$ cat config.mk
export PLATFORM = sky130hd
export DESIGN_NAME = f2c_dma_writer
export DESIGN_NICKNAME = d
export VERILOG_FILES = /design/src/rtl/f2c_dma_writer.sv
export SDC_FILE = /design/constraint.sdc
export NUM_CORES = 2
export LEC_CHECK = 0
export ABC_AREA = 1
export ABC_CLOCK_PERIOD_IN_PS = 7200
export CAP_MARGIN = 30
export CORE_AREA = 4 4 628 630
export DETAILED_ROUTE_END_ITERATION = 8
export DIE_AREA = 0 0 632 634
export GPL_ROUTABILITY_DRIVEN = 0
export PLACE_DENSITY_LB_ADDON = 0.2
export SYNTH_ARGS = -nofsm -noshare
export SYNTH_HDL_FRONTEND = slang
export SYNTH_SLANG_ARGS = --single-unit
$ cat constraint.sdc
create_clock -name clk -period 7.2 [get_ports clk]
set_input_delay 1.8 -clock clk [delete_from_list [all_inputs] [get_ports clk]]
set_output_delay 1.8 -clock clk [all_outputs]
set_load 0.1 [all_outputs]
$ cat src/rtl/f2c_dma_writer.sv
// FPGA-to-CPU DMA writer.
// Takes packet flits and per-packet metadata from the F2C FIFOs and writes
// them as Avalon-MM bursts into the CPU packet ring. Bursts are capped at
// MAX_BURST flits and split where the ring wraps. After the data it can write
// an RX descriptor. TX completions are interleaved, and a packet that is ready
// waits behind at most TX_MAX_CONSEC of them.
//
// state  | meaning
// -------+---------------------------------------------------------------
// IDLE   | arbitrate between a TX completion and the next packet
// HEAD   | first flit of a burst (address/burstcount loaded), or drop a flit
// BODY   | remaining flits of the current burst
// DESC   | write the 64-byte RX descriptor for the finished packet
module f2c_dma_writer #(
    parameter int DATA_W        = 512,
    parameter int RB_AWIDTH     = 16,
    parameter int MAX_BURST     = 8,
    parameter int TX_MAX_CONSEC = 4
) (
    input  logic                   clk,
    input  logic                   rst,
    input  logic                   sw_reset,
    input  logic [DATA_W-1:0]      pkt_data,
    input  logic                   pkt_valid,
    output logic                   pkt_ready,
    input  logic                   meta_valid,
    output logic                   meta_ready,
    input  logic [15:0]            meta_size,
    input  logic [RB_AWIDTH-1:0]   meta_pkt_tail,
    input  logic [RB_AWIDTH-1:0]   meta_dsc_tail,
    input  logic [63:0]            meta_pkt_addr,
    input  logic [63:0]            meta_dsc_addr,
    input  logic [31:0]            meta_queue_id,
    input  logic                   meta_needs_dsc,
    input  logic                   meta_drop,
    input  logic                   txc_valid,
    output logic                   txc_ready,
    input  logic [63:0]            txc_dsc_addr,
    input  logic [63:0]            txc_xfer_addr,
    input  logic [31:0]            txc_length,
    input  logic [RB_AWIDTH:0]     pkt_rb_size,
    input  logic                   bas_waitrequest,
    output logic [63:0]            bas_address,
    output logic [DATA_W/8-1:0]    bas_byteenable,
    output logic                   bas_write,
    output logic [DATA_W-1:0]      bas_writedata,
    output logic [3:0]             bas_burstcount,
    output logic [31:0]            waitreq_cnt,
    output logic [31:0]            drop_flit_cnt
);

    localparam logic [1:0] S_IDLE = 2'd0;
    localparam logic [1:0] S_HEAD = 2'd1;
    localparam logic [1:0] S_BODY = 2'd2;
    localparam logic [1:0] S_DESC = 2'd3;

    localparam int CW = $clog2(TX_MAX_CONSEC + 1);
    localparam logic [CW-1:0] CONSEC_MAX = CW'(TX_MAX_CONSEC);

    logic [1:0]            state;
    logic [CW-1:0]         consec;
    logic [63:0]           pkt_addr_q;
    logic [63:0]           dsc_addr_q;
    logic [RB_AWIDTH-1:0]  dsc_tail_q;
    logic [31:0]           queue_id_q;
    logic                  needs_dsc_q;
    logic                  skip_q;
    logic [RB_AWIDTH-1:0]  tail_q;
    logic [15:0]           rem_q;
    logic [3:0]            left_q;

    logic                  srst;
    logic                  advance;
    logic                  take_txc;
    logic                  take_meta;
    logic                  take_flit;
    logic                  last_flit;
    logic [RB_AWIDTH-1:0]  ring_mask;
    logic [RB_AWIDTH-1:0]  tail_next;
    logic [RB_AWIDTH:0]    room;
    logic [3:0]            len;
    logic [DATA_W-1:0]     txc_word;
    logic [DATA_W-1:0]     desc_word;

    assign srst           = rst | sw_reset;
    assign advance        = ~bas_write | ~bas_waitrequest;
    assign bas_byteenable = '1;
    assign last_flit      = (rem_q == 16'd1);
    assign ring_mask      = pkt_rb_size[RB_AWIDTH-1:0] - RB_AWIDTH'(1);
    assign tail_next      = (tail_q + RB_AWIDTH'(1)) & ring_mask;
    assign room           = pkt_rb_size - {1'b0, tail_q};

    // Burst length: bounded by remaining flits, MAX_BURST and room before wrap.
    always_comb begin
        len = 4'(MAX_BURST);
        if (rem_q < 16'(len)) begin
            len = rem_q[3:0];
        end
        if (room < (RB_AWIDTH+1)'(len)) begin
            len = room[3:0];
        end
    end

    // Completion and descriptor beat layouts.
    always_comb begin
        txc_word                   = '0;
        txc_word[127:64]           = txc_xfer_addr;
        txc_word[159:128]          = txc_length;
        desc_word                  = '0;
        desc_word[0]               = 1'b1;
        desc_word[32 +: RB_AWIDTH] = tail_q;
        desc_word[95:64]           = queue_id_q;
    end

    // Pop decisions; arbitration only happens in IDLE, and nothing pops in reset.
    always_comb begin
        take_txc  = (state == S_IDLE) && advance && txc_valid &&
                    (!meta_valid || (consec < CONSEC_MAX));
        take_meta = (state == S_IDLE) && advance && !take_txc && meta_valid && pkt_valid;
        take_flit = ((state == S_HEAD) || (state == S_BODY)) && advance && pkt_valid;
        txc_ready  = take_txc  & ~srst;
        meta_ready = take_meta & ~srst;
        pkt_ready  = take_flit & ~srst;
    end

    // Main sequencer: Avalon master registers, ring tails and counters.
    always_ff @(posedge clk) begin
        if (srst) begin
            state          <= S_IDLE;
            consec         <= '0;
            pkt_addr_q     <= '0;
            dsc_addr_q     <= '0;
            dsc_tail_q     <= '0;
            queue_id_q     <= '0;
            needs_dsc_q    <= 1'b0;
            skip_q         <= 1'b0;
            tail_q         <= '0;
            rem_q          <= '0;
            left_q         <= '0;
            bas_write      <= 1'b0;
            bas_address    <= '0;
            bas_burstcount <= '0;
            bas_writedata  <= '0;
            waitreq_cnt    <= '0;
            drop_flit_cnt  <= '0;
        end else begin
            if (bas_write && bas_waitrequest) begin
                waitreq_cnt <= waitreq_cnt + 32'd1;
            end
            if (advance) begin
                bas_write <= 1'b0;
                case (state)
                    S_IDLE: begin
                        if (take_txc) begin
                            bas_write      <= 1'b1;
                            bas_address    <= txc_dsc_addr;
                            bas_burstcount <= 4'd1;
                            bas_writedata  <= txc_word;
                            if (consec != CONSEC_MAX) begin
                                consec <= consec + CW'(1);
                            end
                        end else if (take_meta) begin
                            pkt_addr_q  <= meta_pkt_addr;
                            dsc_addr_q  <= meta_dsc_addr;
                            dsc_tail_q  <= meta_dsc_tail;
                            queue_id_q  <= meta_queue_id;
                            needs_dsc_q <= meta_needs_dsc;
                            skip_q      <= meta_drop || (meta_pkt_addr == 64'd0) ||
                                           (meta_dsc_addr == 64'd0);
                            tail_q      <= meta_pkt_tail;
                            rem_q       <= meta_size;
                            consec      <= '0;
                            state       <= S_HEAD;
                        end
                    end
                    S_HEAD: begin
                        if (pkt_valid) begin
                            rem_q  <= rem_q - 16'd1;
                            tail_q <= tail_next;
                            if (skip_q) begin
                                drop_flit_cnt <= drop_flit_cnt + 32'd1;
                                if (last_flit) begin
                                    state <= S_IDLE;
                                end
                            end else begin
                                bas_write      <= 1'b1;
                                bas_address    <= pkt_addr_q + 64'({tail_q, 6'b0});
                                bas_burstcount <= len;
                                bas_writedata  <= pkt_data;
                                if (len != 4'd1) begin
                                    left_q <= len - 4'd1;
                                    state  <= S_BODY;
                                end else if (last_flit) begin
                                    state <= needs_dsc_q ? S_DESC : S_IDLE;
                                end
                            end
                        end
                    end
                    S_BODY: begin
                        if (pkt_valid) begin
                            bas_write     <= 1'b1;
                            bas_writedata <= pkt_data;
                            rem_q         <= rem_q - 16'd1;
                            tail_q        <= tail_next;
                            left_q        <= left_q - 4'd1;
                            if (left_q == 4'd1) begin
                                if (!last_flit) begin
                                    state <= S_HEAD;
                                end else begin
                                    state <= needs_dsc_q ? S_DESC : S_IDLE;
                                end
                            end
                        end
                    end
                    S_DESC: begin
                        bas_write      <= 1'b1;
                        bas_address    <= dsc_addr_q + 64'({dsc_tail_q, 6'b0});
                        bas_burstcount <= 4'd1;
                        bas_writedata  <= desc_word;
                        state          <= S_IDLE;
                    end
                    default: begin
                        state <= S_IDLE;
                    end
                endcase
            end
        end
    end

endmodule

==> impl_metrics.tcl <==
set metrics [dict create \
    p_seq_share_pct 35.7 \
    htreeDepth 3 \
    crit_path_start_kind "input pin" \
    layout.core_utilization_pct 19.06 \
    cts_max_path_buffers 4 \
    dpl-instance-area_um2 69840 \
    cts_hold_buf 0 \
    switching_share_pct 31.87 \
    synth.area.top_cells "dfxtp_1, a21oi_1, nand2_1" \
    synth-edff-count 0 \
    cts_resized 0 \
    final_layout_size_suffix_gt1_share_pct 9.138 \
    finalWorstPathRequiredPeriod_ns 5.865 \
    multi_input_area_um2 21100 \
    stdcell_count 12780 \
    post_drt_wl_per_cell_um 26.18 \
    min_path_type "reg -> reg" \
    regArea_um2 17300 \
    die_w_um 632 \
    drc 0 \
    fmax_mhz 170.5 \
    dp.cells 12500 \
    grt_pass1_wl_mm 435.7 \
    synth_cell_types 61 \
    vias_per_cell 3.893 \
    synth_top_area_share_pct 40.75 \
    yosysWarnings 0 \
    grt_setup_unrepaired "no" \
    globalRouteOverflowTotal 0 \
    area_growth_pct 74.51 \
    r2r-start "rem_q[4]$_SDFFE_PN0P_" \
    root_buffer "clkbuf_16" \
    insertion_delay_ns 0.88 \
    crit_start "bas_waitrequest" \
    post-route-period-util_pct 81.46 \
    first_pass_iters 6 \
    min_from "queue_id_q[20]$_SDFFE_PN0P_" \
    ys_ff_latch 864 \
    worst_ep_required_time_ns 5.40 \
    ir_drop_v 0.0001821 \
    power.density_nw_per_um2 187.4 \
    design_area_um2 74070 \
    cp_common_cell "nor2_1" \
    p_leak_nw 24.97 \
    switchingPower_mw 4.425 \
    netlist_instances 5823 \
    antenna_found_initial 215 \
    numCtsBuffers 121 \
    grt_use_total_pct 15.72 \
    path_class "in -> out" \
    fill_cells 43470 \
    grt_max_degree 186 \
    routed_wirelength_mm 334.5 \
    placement.io_buffers 1553 \
    ios 1618 \
    status "finished, final reports clean" \
    async_reset_ff_share_pct 0 \
    comb_power_share_pct 19.5 \
    cp_cell_sequence "clkdlybuf4s50_1 > nand2_4 > inv_6 > nor2_1 > inv_1 > nor2_1 > nor2_2 > inv_2 > nor3_4 > inv_8 > nor2_1 > buf_12" \
    synth_ff_type "dfxtp_1" \
    rows 229 \
    finalMaxSlewViolations 0 \
    tightestPinTransition_ns 1.058 \
    cp.arrival_ns 4.07 \
    slew_headroom_pct 28.69 \
    ys_seq_area_share_pct 40.75 \
    end_kind "output pin" \
    die_y_um 634 \
    tns_ns 0 \
    nets 8410 \
    yosysTopAreaCell "dfxtp_1" \
    start_util_pct 10.92 \
    grt_pass1_vias 47080 \
    postCtsSetupRepairBufs 0 \
    intPower_mw 9.457 \
    worstPathMaxFanout 49 \
    clkTransAtPathRegs_ns 0.05 \
    skew_ns 0.06763 \
    clock_power_share_pct 44.8 \
    cpPeakStageDelay_ns 0.51 \
    cp_slowest_cell "clkdlybuf4s50_1" \
    ant_nets 0 \
    hpwlAfterDp_mm 278.0 \
    setup_violations 0 \
    cts_tree "built" \
    max_cap_violations 0 \
    avgSynthCellArea_um2 7.289 \
    hold_violations 0 \
    drt-initial-drc-count 4535 \
    die-area_um2 400700 \
    clock_sinks 864 \
    vias 49750 \
    coreArea_um2 388500 \
    syn_area_um2 42440 \
]
==> synth_stat cells (all sizes together) (90+ instances only) <==
| library cell | instances |
|---|---|
| clkbuf | 279 |
| nor3 | 90 |
| buf | 153 |
| a21oi | 758 |
| inv | 641 |
| nand3 | 238 |
| a211oi | 165 |
| nand2 | 978 |
| dfxtp | 864 |
| nor2 | 433 |
| nand3b | 404 |
| o21ai | 362 |
==> power groups by stage <==
stage / logic (mW) / clock network (mW) / registers (mW)
after global placement: 2.59 / 0 / 5.06
final: 2.70 / 6.22 / 4.96
after global routing: 2.85 / 6.62 / 4.97
after CTS: 2.72 / 6.46 / 4.96
after detailed placement: 2.71 / 0 / 5.06
after floorplan: 0.930 / 0 / 5.52
==> registers in the layout, summed over array words and instances (netlist names), 16 cells and up <==
| name | count |
|---|---|
| bas_writedata | 512 |
| tail_q | 16 |
| pkt_addr_q | 64 |
| drop_flit_cnt | 32 |
| waitreq_cnt | 32 |
| bas_address | 64 |
| rem_q | 16 |
| dsc_addr_q | 64 |
| dsc_tail_q | 16 |
| queue_id_q | 32 |
==> worst max-delay path: cells and delay by family <==
family | cells | cell delay (ns)
AND/OR/NAND/NOR | 6 | 0.97
buffers and inverters | 6 | 1.23
==> stage by stage <==
stage               setup WS (ns)  hold slack [ns]  total power [mW]
CTS                         1.255           0.4497             14.14
finish                      1.335           0.4473             13.88
floorplan                  0.7630           0.4245             6.450
detailed placement          1.281           0.4406             7.770
global route                1.137           0.4689             14.44
global placement            1.171           0.4368             7.656
==> final timing paths <==
| check | endpoint | slack (ns) | cells past startpoint |
|---|---|---|---|
| max reg2reg | left_q[3]$_SDFFE_PN0P_ | 2.96 | 28 |
| min | queue_id_q[20]$_SDFFE_PN0P_ | 0.45 | 2 |
| min reg2reg | queue_id_q[20]$_SDFFE_PN0P_ | 0.45 | 2 |
| max | meta_ready | 1.33 | 12 |
==> cells in the final DEF, fill, tap and decap left out, types with 9 or more instances in the layout <==
master	synthesis	final
clkdlybuf4s50_1	0	1448
nand2_1	968	967
dfxtp_1	864	864
a21oi_1	758	758
inv_1	629	629
nor2_1	414	410
nand3b_1	404	404
o21ai_0	348	348
buf_16	0	245
nand3_1	235	234
a211oi_1	165	165
buf_4	64	140
clkbuf_16	0	121
nor3_1	83	82
a221oi_1	76	76
nor4_1	69	69
ha_1	68	66
conb_1	1	64
o211ai_1	56	56
diode_2	0	53
nand4_1	50	50
clkbuf_1	279	31
clkbuf_8	0	28
or2_2	24	24
xor2_1	20	20
clkinv_2	1	19
a31oi_1	17	17
buf_12	0	14
nor2_2	12	13
o21ai_1	11	11
o22ai_1	10	10
nand2_2	8	9
inv_2	11	9
==> cells by family (layout without fill, tap and decap cells) <==
| family | after synthesis | in the layout | synth area share, % |
|---|---|---|---|
| flops | 864 | 864 | 40.75 |
| compound gates | 1482 | 1482 | 19.83 |
| simple gates | 2303 | 2303 | 26.42 |
| other cells | 1 | 117 | 0.008836 |
| fa+ha+maj | 71 | 71 | 2.146 |
| buf+inv | 1074 | 2717 | 10.26 |
| xor+xnor | 28 | 28 | 0.5778 |
==> area by class of cell <==
type / count / area share, %
Timing Repair Buffer: 1856 / 30.53
Multi-Input combinational cell: 3948 / 28.49
Sequential cell: 864 / 23.35
Tap cell: 5197 / 8.779
Clock buffer: 180 / 4.766
Inverter: 642 / 3.282
Clock inverter: 39 / 0.6217
Antenna cell: 53 / 0.1791
==> layer usage <==
metal  GRT usage (%)  routed length (um)
met5               0                 358
met4           3.610                8217
met3           4.510               28590
met2           24.95              150600
met1           20.93              146700
(Power assumes the default switching activity.)
